`config.mk`:
```
export PLATFORM = sky130hd
export DESIGN_NAME = axil_ram_bist_flat
export DESIGN_NICKNAME = d
export VERILOG_FILES = /design/src/rtl/axil_ram_bist_if.sv /design/src/rtl/axil_ram_bist.sv /design/src/flat_wrapper.sv
export SDC_FILE = /design/constraint.sdc
export NUM_CORES = 1
export LEC_CHECK = 0
export ABC_CLOCK_PERIOD_IN_PS = 7100
export CAP_MARGIN = 5
export CELL_PAD_IN_SITES_DETAIL_PLACEMENT = 0
export CELL_PAD_IN_SITES_GLOBAL_PLACEMENT = 1
export CORE_AREA = 10 10 167 169
export DETAILED_ROUTE_END_ITERATION = 16
export DIE_AREA = 0 0 177 179
export PLACE_DENSITY = 0.94
export SETUP_SLACK_MARGIN = 0.15
export SYNTH_ARGS = -nofsm -noshare
export SYNTH_HDL_FRONTEND = slang
export SYNTH_SLANG_ARGS = --single-unit
```
`constraint.sdc`:
```
create_clock -name clk -period 7.1 [get_ports clk]
set_input_delay 0.71 -clock clk [delete_from_list [all_inputs] [get_ports clk]]
set_output_delay 0.71 -clock clk [all_outputs]
set_load 0.005 [all_outputs]
```
`src/rtl/axil_ram_bist_if.sv`:
```
// AXI4-Lite bus bundle between the BIST master and the RAM slave.
// Handshake rule on every channel: a transfer happens on a rising clk edge
// where both valid and ready are high. The source keeps valid high and its
// payload unchanged until that edge, and it may lower valid only afterwards.
// The sink may drive ready at any time, including before valid rises.
interface axil_ram_bist_if #(
  parameter int DATA_WIDTH = 32,
  parameter int ADDR_WIDTH = 16,
  parameter int STRB_WIDTH = DATA_WIDTH / 8
);
  logic [ADDR_WIDTH-1:0] awaddr;
  logic [2:0]            awprot;
  logic                  awvalid;
  logic                  awready;
  logic [DATA_WIDTH-1:0] wdata;
  logic [STRB_WIDTH-1:0] wstrb;
  logic                  wvalid;
  logic                  wready;
  logic [1:0]            bresp;
  logic                  bvalid;
  logic                  bready;
  logic [ADDR_WIDTH-1:0] araddr;
  logic [2:0]            arprot;
  logic                  arvalid;
  logic                  arready;
  logic [DATA_WIDTH-1:0] rdata;
  logic [1:0]            rresp;
  logic                  rvalid;
  logic                  rready;

  modport master (
    output awaddr, awprot, awvalid, input awready,
    output wdata, wstrb, wvalid, input wready,
    input bresp, bvalid, output bready,
    output araddr, arprot, arvalid, input arready,
    input rdata, rresp, rvalid, output rready
  );

  modport slave (
    input awaddr, awprot, awvalid, output awready,
    input wdata, wstrb, wvalid, output wready,
    output bresp, bvalid, input bready,
    input araddr, arprot, arvalid, output arready,
    output rdata, rresp, rvalid, input rready
  );
endinterface

```
`src/rtl/axil_ram_bist.sv`:
```
// AXI4-Lite RAM self-test master. It writes seed+i to each word of a
// contiguous range, reads every word back, and reports the pass flag, a
// saturating error count and the first failing address. Only one
// transaction is outstanding at any time.
module axil_ram_bist #(
  parameter int                DATA_WIDTH = 32,
  parameter int                ADDR_WIDTH = 16,
  parameter int                STRB_WIDTH = DATA_WIDTH / 8,
  parameter longint unsigned   BASE_ADDR  = 0,
  parameter int                WORD_COUNT = 16
) (
  input  logic                  clk,
  input  logic                  rst_n,
  input  logic                  start,
  input  logic [DATA_WIDTH-1:0] seed,
  output logic                  busy,
  output logic                  done,
  output logic                  pass,
  output logic [15:0]           err_count,
  output logic [ADDR_WIDTH-1:0] fail_addr,
  output logic [2:0]            dbg_state_o,
  axil_ram_bist_if.master       m_axil
);

  typedef enum logic [2:0] {
    S_IDLE    = 3'd0,
    S_WR      = 3'd1,
    S_WR_RESP = 3'd2,
    S_RD      = 3'd3,
    S_RD_DATA = 3'd4,
    S_DONE    = 3'd5
  } state_t;

  localparam logic [15:0] LAST_IDX = 16'(WORD_COUNT - 1);

  state_t                state_q;
  logic [15:0]           idx_q;
  logic [DATA_WIDTH-1:0] seed_q;
  logic                  busy_q, done_q, pass_q;
  logic [15:0]           err_q;
  logic [ADDR_WIDTH-1:0] fail_q;
  logic                  awvalid_q, wvalid_q, bready_q, arvalid_q, rready_q;
  logic [ADDR_WIDTH-1:0] awaddr_q, araddr_q;
  logic [DATA_WIDTH-1:0] wdata_q;

  logic                  is_last_d;
  logic [15:0]           idx_nxt_d;
  logic [ADDR_WIDTH-1:0] nxt_addr_d;
  logic [DATA_WIDTH-1:0] nxt_data_d;
  logic [DATA_WIDTH-1:0] exp_data_d;
  logic                  wr_err_d, rd_err_d;
  logic [15:0]           err_inc_d;
  logic                  aw_ok_d, w_ok_d;

  // Byte address of word i, wrapping at the address width.
  function automatic logic [ADDR_WIDTH-1:0] word_addr(input logic [15:0] i);
    logic [63:0] a;
    a = 64'(BASE_ADDR) + 64'(i) * 64'(STRB_WIDTH);
    return a[ADDR_WIDTH-1:0];
  endfunction

  // Next-word payload, read-back compare and saturating error increment.
  always_comb begin
    is_last_d  = (idx_q == LAST_IDX);
    idx_nxt_d  = idx_q + 16'd1;
    nxt_addr_d = word_addr(idx_nxt_d);
    nxt_data_d = seed_q + DATA_WIDTH'(idx_nxt_d);
    exp_data_d = seed_q + DATA_WIDTH'(idx_q);
    wr_err_d   = (m_axil.bresp != 2'b00);
    rd_err_d   = (m_axil.rresp != 2'b00) || (m_axil.rdata != exp_data_d);
    err_inc_d  = (err_q == 16'hFFFF) ? err_q : (err_q + 16'd1);
    aw_ok_d    = !awvalid_q || m_axil.awready;
    w_ok_d     = !wvalid_q || m_axil.wready;
  end

  // Test sequencer: write pass, read/compare pass, then publish the result.
  always_ff @(posedge clk or negedge rst_n) begin
    if (!rst_n) begin
      state_q   <= S_IDLE;
      idx_q     <= '0;
      seed_q    <= '0;
      busy_q    <= 1'b0;
      done_q    <= 1'b0;
      pass_q    <= 1'b0;
      err_q     <= '0;
      fail_q    <= '0;
      awvalid_q <= 1'b0;
      wvalid_q  <= 1'b0;
      bready_q  <= 1'b0;
      arvalid_q <= 1'b0;
      rready_q  <= 1'b0;
      awaddr_q  <= '0;
      araddr_q  <= '0;
      wdata_q   <= '0;
    end else begin
      case (state_q)
        S_IDLE: begin
          if (start) begin
            seed_q    <= seed;
            done_q    <= 1'b0;
            pass_q    <= 1'b0;
            err_q     <= '0;
            fail_q    <= '0;
            busy_q    <= 1'b1;
            idx_q     <= '0;
            awaddr_q  <= word_addr(16'd0);
            wdata_q   <= seed;
            awvalid_q <= 1'b1;
            wvalid_q  <= 1'b1;
            state_q   <= S_WR;
          end
        end
        S_WR: begin
          // Address and data channels retire independently, in any order.
          if (awvalid_q && m_axil.awready) awvalid_q <= 1'b0;
          if (wvalid_q && m_axil.wready)   wvalid_q  <= 1'b0;
          if (aw_ok_d && w_ok_d) begin
            bready_q <= 1'b1;
            state_q  <= S_WR_RESP;
          end
        end
        S_WR_RESP: begin
          if (m_axil.bvalid) begin
            bready_q <= 1'b0;
            if (wr_err_d) begin
              err_q <= err_inc_d;
              if (err_q == 16'd0) fail_q <= awaddr_q;
            end
            if (is_last_d) begin
              idx_q     <= '0;
              araddr_q  <= word_addr(16'd0);
              arvalid_q <= 1'b1;
              state_q   <= S_RD;
            end else begin
              idx_q     <= idx_nxt_d;
              awaddr_q  <= nxt_addr_d;
              wdata_q   <= nxt_data_d;
              awvalid_q <= 1'b1;
              wvalid_q  <= 1'b1;
              state_q   <= S_WR;
            end
          end
        end
        S_RD: begin
          if (m_axil.arready) begin
            arvalid_q <= 1'b0;
            rready_q  <= 1'b1;
            state_q   <= S_RD_DATA;
          end
        end
        S_RD_DATA: begin
          if (m_axil.rvalid) begin
            rready_q <= 1'b0;
            // A beat with both a bad response and bad data counts once.
            if (rd_err_d) begin
              err_q <= err_inc_d;
              if (err_q == 16'd0) fail_q <= araddr_q;
            end
            if (is_last_d) begin
              state_q <= S_DONE;
            end else begin
              idx_q     <= idx_nxt_d;
              araddr_q  <= nxt_addr_d;
              arvalid_q <= 1'b1;
              state_q   <= S_RD;
            end
          end
        end
        S_DONE: begin
          busy_q  <= 1'b0;
          done_q  <= 1'b1;
          pass_q  <= (err_q == 16'd0);
          state_q <= S_IDLE;
        end
        default: state_q <= S_IDLE;
      endcase
    end
  end

  assign m_axil.awaddr  = awaddr_q;
  assign m_axil.awprot  = 3'b000;
  assign m_axil.awvalid = awvalid_q;
  assign m_axil.wdata   = wdata_q;
  assign m_axil.wstrb   = '1;
  assign m_axil.wvalid  = wvalid_q;
  assign m_axil.bready  = bready_q;
  assign m_axil.araddr  = araddr_q;
  assign m_axil.arprot  = 3'b000;
  assign m_axil.arvalid = arvalid_q;
  assign m_axil.rready  = rready_q;

  assign busy        = busy_q;
  assign done        = done_q;
  assign pass        = pass_q;
  assign err_count   = err_q;
  assign fail_addr   = fail_q;
  assign dbg_state_o = state_q;

endmodule

```
`src/flat_wrapper.sv`:
```
// flat-port wrapper written by rule: the top's interface ports become plain ports
module axil_ram_bist_flat 
#(
  parameter int                DATA_WIDTH = 32,
  parameter int                ADDR_WIDTH = 16,
  parameter int                STRB_WIDTH = DATA_WIDTH / 8,
  parameter longint unsigned   BASE_ADDR  = 0,
  parameter int                WORD_COUNT = 16
)
  (clk, rst_n, start, seed, busy, done, pass, err_count, fail_addr, dbg_state_o, m_axil_awaddr, m_axil_awprot, m_axil_awvalid, m_axil_awready, m_axil_wdata, m_axil_wstrb, m_axil_wvalid, m_axil_wready, m_axil_bresp, m_axil_bvalid, m_axil_bready, m_axil_araddr, m_axil_arprot, m_axil_arvalid, m_axil_arready, m_axil_rdata, m_axil_rresp, m_axil_rvalid, m_axil_rready);
  axil_ram_bist_if #(.DATA_WIDTH(DATA_WIDTH), .ADDR_WIDTH(ADDR_WIDTH), .STRB_WIDTH(STRB_WIDTH)) m_axil_i ();
  input  logic clk;
  input  logic rst_n;
  input  logic start;
  input  logic [DATA_WIDTH-1:0] seed;
  output logic busy;
  output logic done;
  output logic pass;
  output logic [15:0] err_count;
  output logic [ADDR_WIDTH-1:0] fail_addr;
  output logic [2:0] dbg_state_o;
  output wire logic [$bits(m_axil_i.awaddr)-1:0] m_axil_awaddr;
  output wire logic [$bits(m_axil_i.awprot)-1:0] m_axil_awprot;
  output wire logic [$bits(m_axil_i.awvalid)-1:0] m_axil_awvalid;
  input wire logic [$bits(m_axil_i.awready)-1:0] m_axil_awready;
  output wire logic [$bits(m_axil_i.wdata)-1:0] m_axil_wdata;
  output wire logic [$bits(m_axil_i.wstrb)-1:0] m_axil_wstrb;
  output wire logic [$bits(m_axil_i.wvalid)-1:0] m_axil_wvalid;
  input wire logic [$bits(m_axil_i.wready)-1:0] m_axil_wready;
  input wire logic [$bits(m_axil_i.bresp)-1:0] m_axil_bresp;
  input wire logic [$bits(m_axil_i.bvalid)-1:0] m_axil_bvalid;
  output wire logic [$bits(m_axil_i.bready)-1:0] m_axil_bready;
  output wire logic [$bits(m_axil_i.araddr)-1:0] m_axil_araddr;
  output wire logic [$bits(m_axil_i.arprot)-1:0] m_axil_arprot;
  output wire logic [$bits(m_axil_i.arvalid)-1:0] m_axil_arvalid;
  input wire logic [$bits(m_axil_i.arready)-1:0] m_axil_arready;
  input wire logic [$bits(m_axil_i.rdata)-1:0] m_axil_rdata;
  input wire logic [$bits(m_axil_i.rresp)-1:0] m_axil_rresp;
  input wire logic [$bits(m_axil_i.rvalid)-1:0] m_axil_rvalid;
  output wire logic [$bits(m_axil_i.rready)-1:0] m_axil_rready;
  assign m_axil_awaddr = m_axil_i.awaddr;
  assign m_axil_awprot = m_axil_i.awprot;
  assign m_axil_awvalid = m_axil_i.awvalid;
  assign m_axil_i.awready = m_axil_awready;
  assign m_axil_wdata = m_axil_i.wdata;
  assign m_axil_wstrb = m_axil_i.wstrb;
  assign m_axil_wvalid = m_axil_i.wvalid;
  assign m_axil_i.wready = m_axil_wready;
  assign m_axil_i.bresp = m_axil_bresp;
  assign m_axil_i.bvalid = m_axil_bvalid;
  assign m_axil_bready = m_axil_i.bready;
  assign m_axil_araddr = m_axil_i.araddr;
  assign m_axil_arprot = m_axil_i.arprot;
  assign m_axil_arvalid = m_axil_i.arvalid;
  assign m_axil_i.arready = m_axil_arready;
  assign m_axil_i.rdata = m_axil_rdata;
  assign m_axil_i.rresp = m_axil_rresp;
  assign m_axil_i.rvalid = m_axil_rvalid;
  assign m_axil_rready = m_axil_i.rready;
  axil_ram_bist #(.DATA_WIDTH(DATA_WIDTH), .ADDR_WIDTH(ADDR_WIDTH), .STRB_WIDTH(STRB_WIDTH), .BASE_ADDR(BASE_ADDR), .WORD_COUNT(WORD_COUNT)) u_core (.clk(clk), .rst_n(rst_n), .start(start), .seed(seed), .busy(busy), .done(done), .pass(pass), .err_count(err_count), .fail_addr(fail_addr), .dbg_state_o(dbg_state_o), .m_axil(m_axil_i));
endmodule
```
==> out/metrics.cfg, run 1 <==
[setup_path]
endpoint_kind = flip-flop
critPathMaxFanout = 8
path_class = reg -> reg
worstPathArrival_ps = 4920
cp-start-kind = flip-flop
cp.required_ps = 7430

[timing]
max_freq_mhz = 218
hold_viol = 0
fin_crit_sh_pct = 64.7
setup_viol = 0
timing.setup.tns_ps = 0
timing.slew.headroom_pct = 15.9
drv_slew = 0
grt_setup_unrepaired = false
worst_pin_slew_ps = 1250
fin_crit_ps = 4590
layout_setup_ws_ps = 2510
finClkSkew_ps = 12.6
timing.hold.ws_ps = 311

[die]
core_sq_um = 24700
io-pin-count = 193
die_x_um = 177
rows = 58
die_h_um = 179
initial_core_util_pct = 40.9
dieArea_sq_um = 31700

[finish]
fin_area_sq_um = 12600
syn2layout_area_growth_pct = 24.8
drive_gt1_share_pct = 4.27
nets = 1505
final_util_pct = 51.1
n_antenna_cell = 0

[cts]
clockBufferDepth = 2
cts_hold_buf = 0
cts_setup_buffers = 0
clkTransAtPathRegs_ps = 70
post_cts_resized = 0
insertion_delay_ps = 440
cts_max_level = 4
numCtsBuffers = 17
cts_tree = done
root_buffer = clkbuf_16
cts_sinks = 149

[yosys]
synth-xor-area-share_pct = 7.09
muxShareOfSynthArea_pct = 2.30
syn-cell-area_sq_um = 10100
synth-compound-area-share_pct = 20.3
synth_seq_cells = 149
synth_top_area_share_pct = 36.8
yosysUniqueCellTypes = 68
synth-simple-area-share_pct = 23.7
synth_edf_count = 0
yosys-top-cells-area = dfrtp_1 (37%), nand2_1 (9.5%), o21ai_0 (7.7%)
synth_top_family_by_area = simple AND/OR/NAND/NOR gates
syn_avg_cell_area_sq_um = 8.06
ys_seq_area_share_pct = 36.8
synth_most_common_cell = nand2_1
yosysWarnings = 0
async_flop_share_pct = 100
synth_cells = 1257
ys.flop_type = dfrtp_1
synth_top_area_cell = dfrtp_1
yosys.area_share.adder_pct = 4.72
synth_commonest_cells = nand2_1 (257), o21ai_0 (156), dfrtp_1 (149), nor2_1 (79), clkbuf_1 (56)

[grt]
grt_usage_pct = 20.9
antenna_found_initial = 0
grt_max_degree = 80
grt_pass1_wl_um = 53100
first_global_vias = 9498
grt-ovfl-total = 0

[routing]
drc_errors = 0
first_pass_iters = 7
drtIter0Drc = 941
ant_nets = 0
wl_per_cell_um = 19.5
drt_wl_total_um = 33900
viasPerCell = 5.69
vias = 9880

[outcome]
status = finished, final reports clean

[placement]
io_buffer_count = 176
hpwl_um = 25300
place.gp.congestion = 0.924
dpl-instance-area_sq_um = 12000
place_ws_ps = 2580

[pwr]
ir_worst_vdd_uv = 166
power_density_nw_per_um2 = 337
p_leak_nw = 5.42

[flow_run]
cap_violations = 0

[hold_path]
hp-class = in -> async

==> registers in the layout, summed over array words and instances (netlist names) <==
| name | count |
|---|---|
| u_core.m_axil.awaddr | 14 |
| u_core.m_axil.arvalid | 1 |
| u_core.m_axil.araddr | 14 |
| u_core.seed_q | 32 |
| u_core.m_axil.bready | 1 |
| u_core.busy | 1 |
| u_core.idx_q | 16 |
| u_core.m_axil.rready | 1 |
| u_core.m_axil.awvalid | 1 |
| u_core.m_axil.wvalid | 1 |
| u_core.done | 1 |
| u_core.m_axil.wdata | 32 |
| u_core.pass | 1 |
| u_core.err_count | 16 |
| u_core.fail_addr | 14 |
| u_core.dbg_state_o | 3 |
==> final timing paths <==
| check | startpoint | to | slack [ps] | cells after the start |
|---|---|---|---|---|
| setup / recovery | u_core.idx_q[0] | u_core.m_axil.wdata[26] | 2510 | 16 |
| hold / removal | rst_n | u_core.err_count[8] | 310 | 1 |
| setup reg to reg | u_core.idx_q[0] | u_core.m_axil.wdata[26] | 2510 | 16 |
| hold reg to reg | u_core.m_axil.wdata[9] | u_core.m_axil.wdata[9] | 480 | 2 |
| max in group asynchronous | rst_n | u_core.m_axil.awaddr[14] | 5350 | 2 |
| min in group clk | u_core.m_axil.wdata[9] | u_core.m_axil.wdata[9] | 480 | 2 |
==> power by group <==
| part | switching [W] | internal (W) |
|---|---|---|
| Combinational | 0.00119 | 0.000786 |
| Clock | 0.000397 | 0.000528 |
| Sequential | 0.000293 | 0.00107 |
==> layout make-up <==
class	instances	area [sq um]
multi-input cells	1012	5970
clock buffers	21	480
fillers	2349	12100
well taps	330	413
flip-flops and latches	149	3730
clock inverters	11	114
repair buffers	185	1830
inverters	27	101
==> cell families (layout without fill, tap and decap cells) <==
group / Yosys count / after routing
AO/OA/AOI/OAI: 338 / 338
XOR/XNOR: 82 / 82
adder cells (fa/ha/maj): 37 / 37
buffers and inverters: 110 / 244
flip-flops: 149 / 149
multiplexers: 23 / 23
other: 2 / 16
AND/OR/NAND/NOR: 516 / 516
==> critical path: stages (launching register included) <==
cell and delay [ps]:
dfrtp_1 450, ha_1 250, and3_1 250, and3_1 240
and3_1 230, xnor2_1 280, inv_1 100, ha_1 330
a21oi_1 160, o21ai_0 180, a2111oi_0 590, nor4_1 180
o21ai_1 570, nor3_1 120, xnor2_1 200, o21ai_0 100
a31o_2 250
==> cell usage in the layout (no fill, tap or decap), drive strengths merged, types with 7 or more instances in the layout <==
cell type | netlist | routed
nor4 | 11 | 11
dfrtp | 149 | 149
buf | 27 | 10
a22oi | 16 | 16
ha | 35 | 35
or4 | 9 | 9
clkbuf | 56 | 21
a21oi | 50 | 50
or2 | 16 | 16
o21ai | 162 | 162
nor3 | 18 | 18
and3 | 22 | 22
conb | 2 | 16
nand4 | 23 | 23
and4 | 7 | 7
nand2 | 257 | 257
a21o | 10 | 10
or3 | 17 | 17
inv | 27 | 32
xnor2 | 51 | 51
nand2b | 8 | 8
and2 | 9 | 9
xor2 | 31 | 31
clkdlybuf4s50 | 0 | 175
o21a | 19 | 19
a22o | 9 | 9
nand3 | 28 | 28
o211ai | 17 | 17
nor2 | 79 | 79
a31oi | 12 | 12
mux2i | 21 | 21
==> per-stage QoR <==
step           instances  total power (W)
5_1_grt             1735          0.00455
3_5_place_dp        1702          0.00332
6_report            1735          0.00426
4_1_cts             1734          0.00425
3_3_place_gp        1702          0.00329
2_1_floorplan       1271          0.00255
==> per-layer routing <==
layer  up-vias  wire length (um)  GRT usage (%)
li1       4669                 -              -
met1      4788             15100           27.6
met2       391             16000           34.5
met3        32              2440           4.55
met4         0               425           4.48
met5         -                 0              0
(Power assumes the default switching activity.)
==> run 2, diff against run 1 <==
ABC_CLOCK_PERIOD_IN_PS = 4300   (was 7100)
CORE_AREA = 10 10 173 175   (was 10 10 167 169)
DIE_AREA = 0 0 183 185   (was 0 0 177 179)
PLACE_DENSITY = 0.89   (was 0.94)
clock period = 4.3 ns   (was 7.1 ns; I/O delays follow)
==> run 2 against run 1 <==
Compared with the run above:
- total power increased by 69%
- global-route usage decreased by 0.60 points
- hold slack got worse by 230 ps
- utilization decreased by 2.3 points
- cell area increased by 2.5%
- worst setup slack got worse by 2200 ps
- clock skew increased by 3.6 ps
- clock power increased by 70%
- sequential power increased by 66%
- wire length increased by 3.7%
- combinational power increased by 71%
- largest cell class unchanged
==> out/metrics.cfg, run 2 (synthesis gave the netlist of run 1 again) <==
[outcome]
status = finished, final reports clean

[grt]
grt-ovfl-total = 0
first_global_vias = 9525
grt_pass1_wl_um = 54800
grt_usage_pct = 20.3
grt_max_degree = 103
antenna_found_initial = 0

[timing]
layout_setup_ws_ps = 350
timing.slew.headroom_pct = 18.8
timing.setup.tns_ps = 0
finClkSkew_ps = 16.2
grt_setup_unrepaired = true
fin_crit_ps = 3950
setup_viol = 0
drv_slew = 0
hold_viol = 0
max_freq_mhz = 253
worst_pin_slew_ps = 1210
fin_crit_sh_pct = 91.9

[routing]
drt_wl_total_um = 35100
first_pass_iters = 6
wl_per_cell_um = 19.9
viasPerCell = 5.68
drc_errors = 0
drtIter0Drc = 1136
ant_nets = 0
vias = 10000

[cts]
insertion_delay_ps = 450
numCtsBuffers = 17
cts_max_level = 4
cts_sinks = 149
cts_tree = done
cts_hold_buf = 0
clkTransAtPathRegs_ps = 70
clockBufferDepth = 2
root_buffer = clkbuf_16

[finish]
syn2layout_area_growth_pct = 27.9
final_util_pct = 48.7
drive_gt1_share_pct = 7.07
final_cell_mix = nand2_1 (256), clkdlybuf4s50_1 (175), o21ai_0 (156), dfrtp_1 (147), nor2_1 (77)
layout_commonest_cell = nand2_1
multiInputGateArea_sq_um = 6060
nets = 1528
fillers = 2588
regArea_sq_um = 3730
n_antenna_cell = 0
fin_area_sq_um = 13000

[placement]
dpl-instance-area_sq_um = 12200
place_ws_ps = 151
io_buffer_count = 176
hpwl_um = 26400
place.gp.congestion = 0.924

[setup_path]
endpoint_kind = flip-flop
cp-start-kind = flip-flop
path_class = reg -> reg
worstPathArrival_ps = 4320
cp.required_ps = 4670
critPathMaxFanout = 8

[pwr]
ir_worst_vdd_uv = 266
p_leak_nw = 5.54
power_density_nw_per_um2 = 557

[die]
core_sq_um = 26600
io-pin-count = 193
dieArea_sq_um = 33900
rows = 60
die_x_um = 183
die_h_um = 185
initial_core_util_pct = 38.1

[flow_run]
cap_violations = 0

[hold_path]
hp-class = in -> async

==> run 2: cell types whose count changed in the layout (fill, tap and decap cells not counted), sizes merged <==
cell      change
buf          +23
clkbuf        -4
clkinv        -1
clkinvlp      +1
inv           +4
==> run 2: cell type report <==
cell class | instances | area share (%)
clock buffer | 17 | 3.28
clock inverter | 15 | 1.40
inverter | 27 | 0.782
multi-input combinational | 1012 | 46.8
sequential | 149 | 28.8
tap | 341 | 3.29
timing repair buffer | 208 | 15.7
==> run 2: worst paths after layout <==
| check | depth (start not counted) | start | end | slack, ps |
|---|---|---|---|---|
| setup / recovery | 17 | u_core.idx_q[0] | u_core.m_axil.wdata[28] | 350 |
| hold / removal | 1 | rst_n | u_core.err_count[3] | 80 |
| setup reg to reg | 17 | u_core.idx_q[0] | u_core.m_axil.wdata[28] | 350 |
| hold reg to reg | 2 | u_core.m_axil.wdata[8] | u_core.m_axil.wdata[8] | 490 |
| max in group asynchronous | 2 | rst_n | u_core.idx_q[1] | 3170 |
| min in group clk | 2 | u_core.m_axil.wdata[8] | u_core.m_axil.wdata[8] | 490 |
==> run 2: repair_timing <==
action / in CTS / in global routing
resized for setup: 3 / 19
gates cloned: 0 / 0
pin swaps: 1 / 4
setup buffers: 0 / 1
endpoints found under the setup margin: 2 / 32
==> run 2: through the flow <==
| stage | std cells | total power [W] | hold WS, ps |
|---|---|---|---|
| 6_report | 1769 | 0.00721 | 83.8 |
| 2_1_floorplan | 1271 | 0.00421 | 134 |
| 4_1_cts | 1768 | 0.00719 | 164 |
| 5_1_grt | 1769 | 0.00769 | 225 |
| 3_5_place_dp | 1736 | 0.00560 | 474 |
| 3_3_place_gp | 1736 | 0.00554 | 465 |
==> run 2: power by group <==
group          leakage, nW  internal [W]  switching, W
combinational         3.30       0.00137       0.00202
sequential            1.95       0.00176      0.000495
clock                0.289      0.000836      0.000734
total                 5.54       0.00397       0.00325
==> run 2: critical path, stage by stage, from the launching register on <==
cell      delay, ps
dfrtp_2         450
and3_1          230
and3_1          220
and3_1          230
and3_1          240
and3_1          260
and3_2          280
xnor2_2         230
inv_1            80
ha_2            380
nand3_1         130
nor4_4          220
o21ai_2         180
buf_4           180
nor2_1          150
nand2_1         100
xor2_1          150
o211ai_1        160
==> run 2: layer usage <==
metal / track usage (%) / vias up / share of wire, %
met3: 3.92 / 53 / 6.8
met1: 26.7 / 4844 / 44
met5: 0 / - / 0
li1: - / 4738 / -
met4: 6.43 / 0 / 2.1
met2: 33.0 / 411 / 47
==> run 3, diff against run 2 <==
ABC_CLOCK_PERIOD_IN_PS = 4100   (was 4300)
CORE_AREA = 3 3 166 168   (was 10 10 173 175)
DIE_AREA = 0 0 169 171   (was 0 0 183 185)
clock period = 4.1 ns   (was 4.3 ns; I/O delays follow)
==> run 3 against run 2 <==
Compared with the run above:
- die area shrank 15%
- critical path depth is the same
- register-to-register slack got worse by 70 ps
- global-route usage rose by 3.0 points
- largest cell class unchanged
- largest power group unchanged
- highest routed layer is now met5
- combinational power up 8.0%
- clock skew fell by 1.0 ps
- critical path type unchanged
- worst setup slack worse by 70 ps
- cell area increased by 1.9%
- maximum frequency grew 3.4%
- utilization grew 1.9 points
==> out/metrics.cfg, run 3 (synthesis gave the netlist of run 1 again) <==
[outcome]
status = finished, final reports clean

[grt]
first_global_vias = 9534
antenna_found_initial = 1
grt_use_met1_pct = 32.2
grt_util_met3_pct = 4.11
grt_max_degree = 101
grt_usage_pct = 23.3
globalRouteMet2Util_pct = 37.8
gr-max-usage-layer = met2
grt-ovfl-total = 0
grt_pass1_wl_um = 53600

[placement]
place.gp.congestion = 0.902
io_buffer_count = 176
dpl-instance-area_sq_um = 12400
placed_cells = 1750
hpwl_um = 25200

[routing]
wl_per_cell_um = 19.1
first_pass_iters = 5
viasPerCell = 5.67
drc_errors = 0
drtIter0Drc = 904
vias = 10100
ant_nets = 0
drt_wl_total_um = 34200

[finish]
n_antenna_cell = 0
multiInputGateArea_sq_um = 6120
nets = 1554
fin_cells = 1789
fin_area_sq_um = 13200
fillers = 2488
final_util_pct = 50.7
layout_commonest_cell = nand2_1
final_cell_mix = nand2_1 (256), clkdlybuf4s50_1 (175), o21ai_0 (155), dfrtp_1 (147), nor2_1 (76)
drive_gt1_share_pct = 9.77
syn2layout_area_growth_pct = 30.4
regArea_sq_um = 3730

[die]
dieArea_sq_um = 28900
die_x_um = 169
io-pin-count = 193
initial_core_util_pct = 38.9
rows = 59
die_h_um = 171
core_sq_um = 26100

[cts]
cts_sinks = 149
clockBufferDepth = 2
cts_tree = done
clkTransAtPathRegs_ps = 80
insertion_delay_ps = 440
cts_max_level = 4
root_buffer = clkbuf_16
numCtsBuffers = 17

[timing]
worst_pin_slew_ps = 980
timing.setup.tns_ps = 0
hold_viol = 0
max_freq_mhz = 262
finClkSkew_ps = 15.2
drv_slew = 0
grt_setup_unrepaired = true
timing.slew.headroom_pct = 34.5
setup_viol = 0
fin_crit_ps = 3820
fin_crit_sh_pct = 93.1

[setup_path]
rrSetupSlack_ps = 280
slowest_stage = dfrtp_2
critPathMostFrequentCell = and3_2
cp.required_ps = 4470
path_cells = ha_1 > and3_1 > and3_2 > and3_2 > and3_2 > and3_2 > xnor2_2 > inv_1 > ha_4 > nand3_2 > nor2_2 > nand3_2 > nand3_2 > and2_4 > nand4_1 > or3_1 > nand4_1
cp_slowest_stage_delay_ps = 440
path_class = reg -> reg
critPathMaxFanout = 7
cp-start-kind = flip-flop
endpoint_kind = flip-flop
worstPathArrival_ps = 4190

[pwr]
ir_worst_vdd_uv = 386
power_density_nw_per_um2 = 577
p_leak_nw = 5.68

[flow_run]
cap_violations = 0

[hold_path]
hp-class = in -> async

[run 3: area by class of cell]
type / count / share of cell area [%]
flip-flops and latches: 149 / 28.3
repair buffers: 234 / 16.8
inverters: 27 / 0.767
clock inverters: 15 / 1.37
well taps: 335 / 3.17
clock buffers: 17 / 3.22
multi-input cells: 1012 / 46.4
[run 3: path summary, 6_finish.rpt]
| check | startpoint | end | depth (start not counted) |
|---|---|---|---|
| worst min-delay path | rst_n | u_core.err_count[8] | 1 |
| min in group clk | u_core.m_axil.wdata[2] | u_core.m_axil.wdata[2] | 2 |
| worst min register to register | u_core.m_axil.wdata[2] | u_core.m_axil.wdata[2] | 2 |
| worst max-delay path | u_core.idx_q[0] | u_core.m_axil.wdata[29] | 17 |
| worst max register to register | u_core.idx_q[0] | u_core.m_axil.wdata[29] | 17 |
| max in group asynchronous | rst_n | u_core.fail_addr[2] | 2 |
[run 3: worst max-delay path, delay by kind of cell, from the launching register on]
family	cells	cell delay, ps
xor+xnor	1	190
buf+inv	1	90
flops	1	440
simple gates	13	2490
fa+ha+maj	2	530
[run 3: timing repair]
action                                  4_1_cts  5_1_grt
hold buffers                                  0        0
endpoints found under the setup margin       10       48
pin swaps                                     0        6
buffers inserted                              0        7
resized for setup                             4       38
[run 3: metal layers]
| layer | part of all wire [%] | up-vias |
|---|---|---|
| li1 | - | 4771 |
| met1 | 44 | 4896 |
| met2 | 47 | 430 |
| met3 | 7.0 | 46 |
| met4 | 1.9 | 2 |
| met5 | 0.038 | - |
[run 3: power by group]
part | internal [W] | switching [W] | total, W | leakage (nW)
clock | 0.000831 | 0.000802 | 0.00163 | 0.296
sequential | 0.00185 | 0.000481 | 0.00233 | 1.95
combinational | 0.00150 | 0.00216 | 0.00366 | 3.43
[run 3: through the flow]
| step | hold WS [ps] | total power, W | setup slack [ps] |
|---|---|---|---|
| after CTS | 118 | 0.00755 | 157 |
| after global placement | 470 | 0.00583 | 176 |
| after floorplan | 114 | 0.00441 | 225 |
| after global routing | 154 | 0.00812 | 106 |
| after detailed placement | 474 | 0.00590 | 47.6 |
| final | 86.0 | 0.00762 | 281 |
